File: src/rtl/pll_ctrl_pkg.sv
// Shared types and constants for the PLL reset/lock supervisor.
package pll_ctrl_pkg;

   localparam int STATE_W    = 3;
   localparam int LOSS_CNT_W = 8;

   typedef enum logic [STATE_W-1:0] {
      ST_RESET     = 3'd0,
      ST_WAIT_LOCK = 3'd1,
      ST_FILTER    = 3'd2,
      ST_RUN       = 3'd3,
      ST_FAIL      = 3'd4
   } state_e;

   // Counter width for a terminal count n; never narrower than one bit.
   function automatic int cnt_w(input int n);
      return (n > 1) ? $clog2(n) : 1;
   endfunction

endpackage

File: src/rtl/pll_ctrl_sync_2ff.sv
// Generic two-flop synchronizer for bringing asynchronous levels into a clock domain.
module sync_2ff #(
   parameter int WIDTH = 1
) (
   input  logic             clk_i,
   input  logic             rst_i,
   input  logic [WIDTH-1:0] d_i,
   output logic [WIDTH-1:0] q_o
);

   logic [WIDTH-1:0] meta_q;
   logic [WIDTH-1:0] sync_q;

   always_ff @(posedge clk_i or posedge rst_i) begin
      if (rst_i) begin
         meta_q <= '0;
         sync_q <= '0;
      end else begin
         meta_q <= d_i;
         sync_q <= meta_q;
      end
   end

   assign q_o = sync_q;

endmodule

File: src/rtl/pll_ctrl.sv
// PLL supervisor: pulses the PLL reset, qualifies lock, retries on timeout and
// reports a sticky failure once the retry budget is spent.
module pll_ctrl
   import pll_ctrl_pkg::*;
#(
   parameter int RST_CYCLES   = 16,
   parameter int LOCK_FILTER  = 64,
   parameter int LOCK_TIMEOUT = 50000,
   parameter int MAX_RETRIES  = 3
) (
   input  logic                  clkin1,
   input  logic                  rst,
   input  logic                  restart,
   input  logic                  pll_lock,
   output logic                  pll_rst,
   output logic                  sys_rst,
   output logic                  locked,
   output logic                  fail,
   output logic [LOSS_CNT_W-1:0] loss_cnt,
   output logic [STATE_W-1:0]    state
);

   localparam int RC_W = cnt_w(RST_CYCLES);
   localparam int FC_W = cnt_w(LOCK_FILTER);
   localparam int TC_W = cnt_w(LOCK_TIMEOUT);
   localparam int RT_W = cnt_w(MAX_RETRIES);

   localparam logic [RC_W-1:0]       RC_LAST  = RC_W'(RST_CYCLES - 1);
   localparam logic [FC_W-1:0]       FC_LAST  = FC_W'(LOCK_FILTER - 1);
   localparam logic [TC_W-1:0]       TC_LAST  = TC_W'(LOCK_TIMEOUT - 1);
   localparam logic [RT_W:0]         RT_MAX   = (RT_W+1)'(MAX_RETRIES);
   localparam logic [LOSS_CNT_W-1:0] LOSS_MAX = '1;

   state_e                  state_q, state_d;
   logic [RC_W-1:0]         rst_cnt_q, rst_cnt_d;
   logic [FC_W-1:0]         filt_cnt_q, filt_cnt_d;
   logic [TC_W-1:0]         to_cnt_q, to_cnt_d;
   logic [RT_W-1:0]         retry_q, retry_d;
   logic [LOSS_CNT_W-1:0]   loss_q, loss_d;
   logic                    pll_rst_q, sys_rst_q, locked_q, fail_q;
   logic                    lock_s;
   logic                    in_try_q, in_try_d;
   logic                    timeout;
   logic [RT_W:0]           retry_inc;

   sync_2ff #(.WIDTH(1)) u_sync (
      .clk_i (clkin1),
      .rst_i (rst),
      .d_i   (pll_lock),
      .q_o   (lock_s)
   );

   assign in_try_q  = (state_q == ST_WAIT_LOCK) || (state_q == ST_FILTER);
   assign in_try_d  = (state_d == ST_WAIT_LOCK) || (state_d == ST_FILTER);
   assign timeout   = in_try_q && (to_cnt_q == TC_LAST);
   assign retry_inc = {1'b0, retry_q} + (RT_W+1)'(1);

   // Next state: restart beats everything, then timeout beats lock progress.
   always_comb begin
      state_d = state_q;
      if (restart) begin
         state_d = ST_RESET;
      end else begin
         case (state_q)
            ST_RESET:     if (rst_cnt_q == RC_LAST) state_d = ST_WAIT_LOCK;
            ST_WAIT_LOCK,
            ST_FILTER: begin
               if (timeout)                      state_d = (retry_inc == RT_MAX) ? ST_FAIL : ST_RESET;
               else if (!lock_s)                 state_d = ST_WAIT_LOCK;
               else if (state_q == ST_WAIT_LOCK) state_d = ST_FILTER;
               else if (filt_cnt_q == FC_LAST)   state_d = ST_RUN;
            end
            ST_RUN:       if (!lock_s) state_d = ST_RESET;
            ST_FAIL:      state_d = ST_FAIL;
            default:      state_d = ST_RESET;
         endcase
      end
   end

   always_comb begin
      rst_cnt_d  = '0;
      filt_cnt_d = '0;
      to_cnt_d   = '0;
      retry_d    = retry_q;
      loss_d     = loss_q;

      if (state_q == ST_RESET && state_d == ST_RESET && !restart)
         rst_cnt_d = (rst_cnt_q == RC_LAST) ? rst_cnt_q : rst_cnt_q + RC_W'(1);
      if (state_q == ST_FILTER && state_d == ST_FILTER)
         filt_cnt_d = (filt_cnt_q == FC_LAST) ? filt_cnt_q : filt_cnt_q + FC_W'(1);
      if (in_try_q && in_try_d)
         to_cnt_d = (to_cnt_q == TC_LAST) ? to_cnt_q : to_cnt_q + TC_W'(1);

      if (restart)
         retry_d = '0;
      else if (timeout && retry_inc != RT_MAX)
         retry_d = retry_inc[RT_W-1:0];
      else if (state_d == ST_RUN && state_q != ST_RUN)
         retry_d = '0;

      // A lock loss in RUN is counted even when restart claims the transition.
      if (state_q == ST_RUN && !lock_s && loss_q != LOSS_MAX)
         loss_d = loss_q + LOSS_CNT_W'(1);
   end

   always_ff @(posedge clkin1 or posedge rst) begin
      if (rst) begin
         state_q    <= ST_RESET;
         rst_cnt_q  <= '0;
         filt_cnt_q <= '0;
         to_cnt_q   <= '0;
         retry_q    <= '0;
         loss_q     <= '0;
         pll_rst_q  <= 1'b1;
         sys_rst_q  <= 1'b1;
         locked_q   <= 1'b0;
         fail_q     <= 1'b0;
      end else begin
         state_q    <= state_d;
         rst_cnt_q  <= rst_cnt_d;
         filt_cnt_q <= filt_cnt_d;
         to_cnt_q   <= to_cnt_d;
         retry_q    <= retry_d;
         loss_q     <= loss_d;
         pll_rst_q  <= (state_d == ST_RESET) || (state_d == ST_FAIL);
         sys_rst_q  <= (state_d != ST_RUN);
         locked_q   <= (state_d == ST_RUN);
         fail_q     <= (state_d == ST_FAIL);
      end
   end

   assign pll_rst  = pll_rst_q;
   assign sys_rst  = sys_rst_q;
   assign locked   = locked_q;
   assign fail     = fail_q;
   assign loss_cnt = loss_q;
   assign state    = state_q;

endmodule
File: config.mk
export PLATFORM = sky130hd
export DESIGN_NAME = pll_ctrl
export DESIGN_NICKNAME = d
export VERILOG_FILES = /design/src/rtl/pll_ctrl_pkg.sv /design/src/rtl/pll_ctrl_sync_2ff.sv /design/src/rtl/pll_ctrl.sv
export SDC_FILE = /design/constraint.sdc
export NUM_CORES = 1
export LEC_CHECK = 0
export ABC_AREA = 0
export BUFFER_PORTS_ARGS = -buffer_cell sky130_fd_sc_hd__buf_2
export CORE_MARGIN = 2
export CORE_UTILIZATION = 53
export DETAILED_ROUTE_END_ITERATION = 10
export PLACE_DENSITY = 0.75
export SKIP_LAST_GASP = 1
export SLEW_MARGIN = 20
export SYNTH_ARGS = -nofsm -noshare
export SYNTH_HDL_FRONTEND = slang
export SYNTH_HIERARCHICAL = 1
export SYNTH_SLANG_ARGS = --single-unit
File: constraint.sdc
create_clock -name clkin1 -period 2.1 [get_ports clkin1]
set_input_delay 0.42 -clock clkin1 [delete_from_list [all_inputs] [get_ports clkin1]]
set_output_delay 0.42 -clock clkin1 [all_outputs]
set_load 0.02 [all_outputs]
==> impl_metrics.toml, run 1 <==
[sta]
fin_tns_setup_ns = 0
slew_headroom_pct = 64.2
finalHoldViolations = 0
min_period_ns = 2.03
post-route-period-util_pct = 96.7
finClkSkew_ns = 0.00822
rsz0062_at_grt = "yes"
finalSetupViolCount = 0
report.final.slew_viol_count = 0
tightestPinTransition_ns = 0.536
fmax_mhz = 492

[floorplan]
start_util_pct = 55.9
row_count = 23
die_area_sq_um = 4850
die_w_um = 69.7
io_pins = 19
design.core.area_sq_um = 4090
die_y_um = 69.7

[detailed_routing]
drt-met1-wl_mm = 2.13
num_vias = 1740
drt_wl_total_mm = 4.16
route.met3.wl_um = 166
viasPerCell = 5.54
top_layer_used = "met4"
drc = 0
dr.pass1.iters = 4
detail-route-antenna-nets = 0
wire_per_inst_um = 13.2
drtIter0Drc = 120
wl_met2_mm = 1.79

[setup_path]
r2r_setup_slack_ns = 0.07
end_kind = "register"
cp_top_family = "simple AND/OR/NAND/NOR gates"
worstPathMaxFanout = 6
critPathLaunch = "to_cnt_q[11]"
crit_chain = "or4b_4 > or4_4 > nor2_4 > o211ai_4 > nor2_1"
crit_buf_inv = 0
cp.depth = 5
start_kind = "register"
critPathCapture = "filt_cnt_q[1]"
reg2reg_to = "filt_cnt_q[1]"
worstReg2RegStart = "to_cnt_q[11]"
crit_type = "reg -> reg"
max_stage_delay_ns = 0.60
crit_required_ns = 2.32
crit_slowest_cell = "or4b_4"
worstRegToRegCells = 5
arrival_ns = 2.26

[placement]
dp_hpwl_mm = 2.93
finalWeightedCongestion = 0.825
dp_cells = 305
placement.cell_area_sq_um = 2520
io_buffer_count = 18

[global_route]
antenna_found_initial = 0
gr-usage-all-layers_pct = 18.6
grt_max_degree = 44
grt_pass1_wl_mm = 7.36
first_global_vias = 1669
grt.overflow.total = 0

[logic_synthesis]
synth_nets = 236
synthCells = 227
yosys-top-cells-area = "dfrtp_1 47%, xnor2_1 5.7%, nor2_1 4.9%, nand2_1 3.1%, nand3_1 3.1%"
yosys_register_bits = 45
synth_top_area_cell = "dfrtp_1"
ys_warn_count = 6
syn_area_sq_um = 2290
ys_seq_area_share_pct = 49.4
ys_types = 49
synth_area_per_cell_sq_um = 10.1
synth_top_area_share_pct = 47.1

[cts]
clk_root_buffer_cell = "clkbuf_8"
clockBufferDepth = 2
clk_pin_slew_worst_paths_ns = 0.08
cts_tree = "yes"
h-tree-depth = 2
cts_sinks = 45
clk-insertion-delay-late_ns = 0.30
numCtsBuffers = 5
post_cts_buffers = 0

[power]
seqPwrFrac_pct = 55.1
p_sw_mw = 0.323
cellLeakagePower_nw = 1.19
swShare_pct = 20.1
clock_power_share_pct = 41.7
peakVddDrop_v = 0.000446
comb_power_share_pct = 3.3
p_per_area_nw_per_um2 = 601
intPower_mw = 1.28

[layout]
n_antenna_cell = 0
fillers = 334
fin_cells = 314
final_layout_size_suffix_gt1_share_pct = 20.5
fin_nets = 272
area_growth_pct = 16.7
final_cell_area_sq_um = 2670

[run]
maxCapViolCount = 0

[worst_hold_path]
hold_path_class = "in -> reg"
min_path_cells = 1

[outcome]
status = "finished, final reports clean"
power groups by stage:
stage                     clock, mW  sequential [mW]  combinational [mW]
final                         0.668            0.882              0.0522
after global routing          0.719            0.883              0.0613
after CTS                     0.682            0.882              0.0533
after detailed placement          0            0.899              0.0516
after global placement            0            0.899              0.0506
after floorplan                   0            0.898              0.0332
how the worst min path moves through the flow:
stage	endpoint	start	slack (ns)
floorplan	u_sync/meta_q	rst	0.16
CTS	u_sync/meta_q	pll_lock	0.22
global placement	u_sync/meta_q	rst	0.28
finish	u_sync/meta_q	pll_lock	0.23
detailed placement	u_sync/meta_q	rst	0.28
global route	u_sync/meta_q	pll_lock	0.21
cell type report:
| type | instances | area (sq um) | area share [%] |
|---|---|---|---|
| Inverter | 6 | 22.5 | 0.844 |
| Timing Repair Buffer | 31 | 190 | 7.13 |
| Sequential cell | 45 | 1130 | 42.3 |
| Tap cell | 50 | 62.6 | 2.35 |
| Multi-Input combinational cell | 174 | 1150 | 43.0 |
| Clock buffer | 7 | 86.3 | 3.24 |
| Clock inverter | 1 | 30.0 | 1.13 |
routing by layer:
metal	up-vias	GRT usage [%]
li1	872	-
met1	817	26.0
met2	42	28.8
met3	9	3.92
met4	0	6.41
met5	-	0
cells by family (layout without fill, tap and decap cells):
family | after synthesis | after routing | share of synthesized area [%]
muxes | 3 | 3 | 1.37
adders and majority gates | 5 | 5 | 2.74
buffers and inverters | 8 | 45 | 1.37
AOI/OAI and AO/OA | 32 | 32 | 9.47
and+or+nand+nor | 112 | 112 | 27.3
DFF | 45 | 45 | 49.4
xor gates and xnor gates | 22 | 22 | 8.43
cell usage after synthesis, drive strengths merged:
cell type  number
nand4b          2
inv             6
a21boi          1
nand4           5
and4b           1
a22oi           1
nand3          15
o21ai           9
o41ai           1
nand2          19
a41oi           2
nor3b           2
xnor2          15
nand2b          1
nor3           11
or4b            3
and2            5
nor2           31
clkbuf          1
nand3b          1
buf             1
o211ai          1
and3            4
a41o            1
a21oi          10
nor2b           2
and4            2
nor4            2
ha              5
dfrtp          43
or3             2
o21bai          1
or2             2
xor2            7
mux2i           2
a31oi           3
dfstp           2
or4             2
mux2            1
a21o            1
a211oi          1
flip-flops by register name, indices dropped and copies added (netlist names):
register,count
state,3
filt_cnt_q,6
loss_cnt,8
u_sync/q_o,1
pll_rst,1
to_cnt_q,16
locked,1
u_sync/meta_q,1
retry_q,2
fail,1
rst_cnt_q,4
sys_rst,1
cells in the final DEF, fill, tap and decap left out, drive strengths merged, types with 2 or more instances in the layout:
master,synthesis,layout
and4,2,2
nor2b,2,2
or4,2,2
nand3,15,15
nand4b,2,2
nor2,31,31
ha,5,5
buf,1,30
nor4,2,2
a41oi,2,2
and3,4,4
xnor2,15,15
o21ai,9,9
mux2i,2,2
clkbuf,1,7
a31oi,3,3
or2,2,2
nor3,11,11
and2,5,5
nor3b,2,2
dfstp,2,2
nand4,5,5
or3,2,2
xor2,7,7
a21oi,10,10
dfrtp,43,43
inv,6,6
nand2,19,19
or4b,3,3
timing repair:
action / 4_1_cts / 5_1_grt
endpoints found under the setup margin: 0 / 10
resized for setup: 0 / 3
hold buffers: 1 / 0
endpoints found under the hold margin: 2 / 0
stage by stage:
step | util [%] | worst slack [ns] | power (mW) | hold WS (ns)
after floorplan | - | 0.0899 | 0.931 | 0.161
after global placement | 61.7 | 0.0788 | 0.949 | 0.280
after detailed placement | 61.7 | 0.0352 | 0.951 | 0.283
after CTS | 64.8 | 0.0352 | 1.62 | 0.222
after global routing | 65.3 | 0.000375 | 1.66 | 0.211
final | 65.3 | 0.0692 | 1.60 | 0.229
Power figures use the tool's default switching activity.
==> run 2, diff against run 1 <==
--- a/config.mk
+++ b/config.mk
@@ -8,12 +8,11 @@
 export ABC_AREA = 0
 export BUFFER_PORTS_ARGS = -buffer_cell sky130_fd_sc_hd__buf_2
 export CORE_MARGIN = 2
-export CORE_UTILIZATION = 53
+export CORE_UTILIZATION = 60
 export DETAILED_ROUTE_END_ITERATION = 10
-export PLACE_DENSITY = 0.75
+export PLACE_DENSITY = 0.8
 export SKIP_LAST_GASP = 1
 export SLEW_MARGIN = 20
 export SYNTH_ARGS = -nofsm -noshare
 export SYNTH_HDL_FRONTEND = slang
-export SYNTH_HIERARCHICAL = 1
 export SYNTH_SLANG_ARGS = --single-unit
==> constraint.sdc (replaced) <==
create_clock -name clkin1 -period 2.5 [get_ports clkin1]
set_input_delay 0.5 -clock clkin1 [delete_from_list [all_inputs] [get_ports clkin1]]
set_output_delay 0.5 -clock clkin1 [all_outputs]
set_load 0.02 [all_outputs]
==> impl_metrics.toml, run 2 <==
[sta]
report.final.slew_viol_count = 0
finalHoldViolations = 0
tightestPinTransition_ns = 0.603
post-route-period-util_pct = 87.8
fin_tns_setup_ns = 0
min_period_ns = 2.19
finalSetupViolCount = 0
fmax_mhz = 456
finClkSkew_ns = 0.00755
slew_headroom_pct = 59.2
rsz0062_at_grt = "no"

[run]
maxCapViolCount = 0

[global_route]
antenna_found_initial = 0
grt_max_degree = 34
first_global_vias = 1571
grt.overflow.total = 0
gr-usage-all-layers_pct = 21.6
grt_pass1_wl_mm = 7.08

[floorplan]
die_w_um = 65.7
row_count = 22
start_util_pct = 62.3
design.core.area_sq_um = 3660
die_y_um = 65.7
die_area_sq_um = 4310
io_pins = 19

[layout]
fin_nets = 260
largest_register_ffs = 16
fillers = 293
area_growth_pct = 11.6
top_register = "to_cnt_q"
final_layout_size_suffix_gt1_share_pct = 17.1
layout.cells.most_common_list = "43 x dfrtp_1, 30 x nor2_1, 19 x nand2_1"
final_common_cell = "dfrtp_1"
n_antenna_cell = 0
seqCellArea_sq_um = 1130
multiInputGateArea_sq_um = 1130

[logic_synthesis]
synth_ff_type = "dfrtp_1"
ys_top_cells_by_count = "43 x dfrtp_1, 30 x nor2_1, 19 x nand2_1"
ys_warn_count = 0
synth_top_area_share_pct = 47.1
yosys_register_bits = 45
syn_area_sq_um = 2280
synth_nets = 235
async_flop_share_pct = 100
synth_edf_count = 0
synth.most_common_cell = "dfrtp_1"
ys_seq_area_share_pct = 49.5
synthCells = 226
synth_area_per_cell_sq_um = 10.1
ys_types = 49
synth_top_area_cell = "dfrtp_1"
yosys-top-cells-area = "dfrtp_1 47%, xnor2_1 5.8%, nor2_1 4.9%, nand2_1 3.1%, nand3_1 3.1%"

[detailed_routing]
detail-route-antenna-nets = 0
num_vias = 1697
route.met3.wl_um = 150
viasPerCell = 5.66
drtIter0Drc = 80
wl_met2_mm = 1.89
drt-met1-wl_mm = 1.96
dr.pass1.iters = 4
drc = 0
wire_per_inst_um = 13.5
top_layer_used = "met4"
drt_wl_total_mm = 4.05

[worst_hold_path]
hold_path_class = "in -> async"

[cts]
cts_sinks = 45
clk-insertion-delay-late_ns = 0.29
clk_root_buffer_cell = "clkbuf_8"
ctsHoldBuffers = 0
cts_tree = "yes"
ctsResizeCount = 0
numCtsBuffers = 5
post_cts_buffers = 0
h-tree-depth = 2
clk_pin_slew_worst_paths_ns = 0.08
clockBufferDepth = 2

[power]
p_per_area_nw_per_um2 = 512
power_mw = 1.30
p_sw_mw = 0.261
seqPwrFrac_pct = 56.9
swShare_pct = 20.0
peakVddDrop_v = 0.000376
intPower_mw = 1.04
clock_power_share_pct = 40.1
cellLeakagePower_nw = 1.11
comb_power_share_pct = 3.0

[setup_path]
critPathLaunch = "to_cnt_q[11]"
worstReg2RegStart = "to_cnt_q[11]"
end_kind = "register"
crit_required_ns = 2.67
worstPathMaxFanout = 6
crit_type = "reg -> reg"
arrival_ns = 2.37
start_kind = "register"

[placement]
finalWeightedCongestion = 0.814
io_buffer_count = 18
dp_hpwl_mm = 3.00

[outcome]
status = "finished, final reports clean"
==> run 2: changes by cell type after synthesis <==
cell,previous run,this run
inv_1,6,5
==> run 2: final cells by class <==
class	instances	area share, %
tap	48	2.36
inverter	5	0.737
sequential	45	44.3
timing repair buffer	20	4.13
clock inverter	2	1.38
multi-input combinational	174	44.2
clock buffer	6	2.85
==> run 2: per-layer routing <==
metal | track usage (%) | up-vias
li1 | - | 857
met3 | 5.65 | 6
met1 | 29.1 | 800
met5 | 0 | -
met4 | 7.29 | 0
met2 | 33.8 | 34
==> run 2: critical path: stages (launching register included) <==
cell and delay, ns:
dfrtp_1 0.40, or4b_4 0.59, o41ai_1 0.64, a21oi_2 0.21, o211ai_4 0.15, nor2_1 0.08
==> run 2: metrics by stage <==
stage	worst slack (ns)	instances	cell area, sq um	hold slack (ns)	util [%]
2_1_floorplan	0.490	226	2280	0.331	-
3_3_place_gp	0.316	292	2440	0.333	66.6
3_5_place_dp	0.322	292	2440	0.340	66.6
4_1_cts	0.318	300	2550	0.134	69.5
5_1_grt	0.216	300	2550	0.147	69.5
6_report	0.306	300	2550	0.130	69.5
==> run 2: worst paths after layout <==
path                                  to  slack [ns]  cells past startpoint
setup / recovery           filt_cnt_q[2]        0.31                      5
hold / removal               loss_cnt[2]        0.13                      2
setup reg to reg           filt_cnt_q[2]        0.31                      5
hold reg to reg               u_sync.q_o        0.35                      0
max in group asynchronous  filt_cnt_q[3]        1.64                      3
min in group clkin1        u_sync.meta_q        0.31                      1
==> run 2: power by group through the flow <==
stage          registers, mW  clock network, mW  logic [mW]
6_report               0.742              0.523      0.0395
5_1_grt                0.743              0.570      0.0468
4_1_cts                0.742              0.540      0.0411
3_5_place_dp           0.756                  0      0.0410
3_3_place_gp           0.756                  0      0.0397
2_1_floorplan          0.754                  0      0.0277
==> run 2: kinds of logic (layout without fill, tap and decap cells) <==
| group | after synthesis | count (layout) | synth area share, % |
|---|---|---|---|
| compound gates | 32 | 32 | 9.49 |
| fa+ha+maj | 5 | 5 | 2.74 |
| simple gates | 112 | 112 | 27.3 |
| mux | 3 | 3 | 1.37 |
| xor+xnor | 22 | 22 | 8.44 |
| buf+inv | 7 | 33 | 1.21 |
| flops | 45 | 45 | 49.5 |
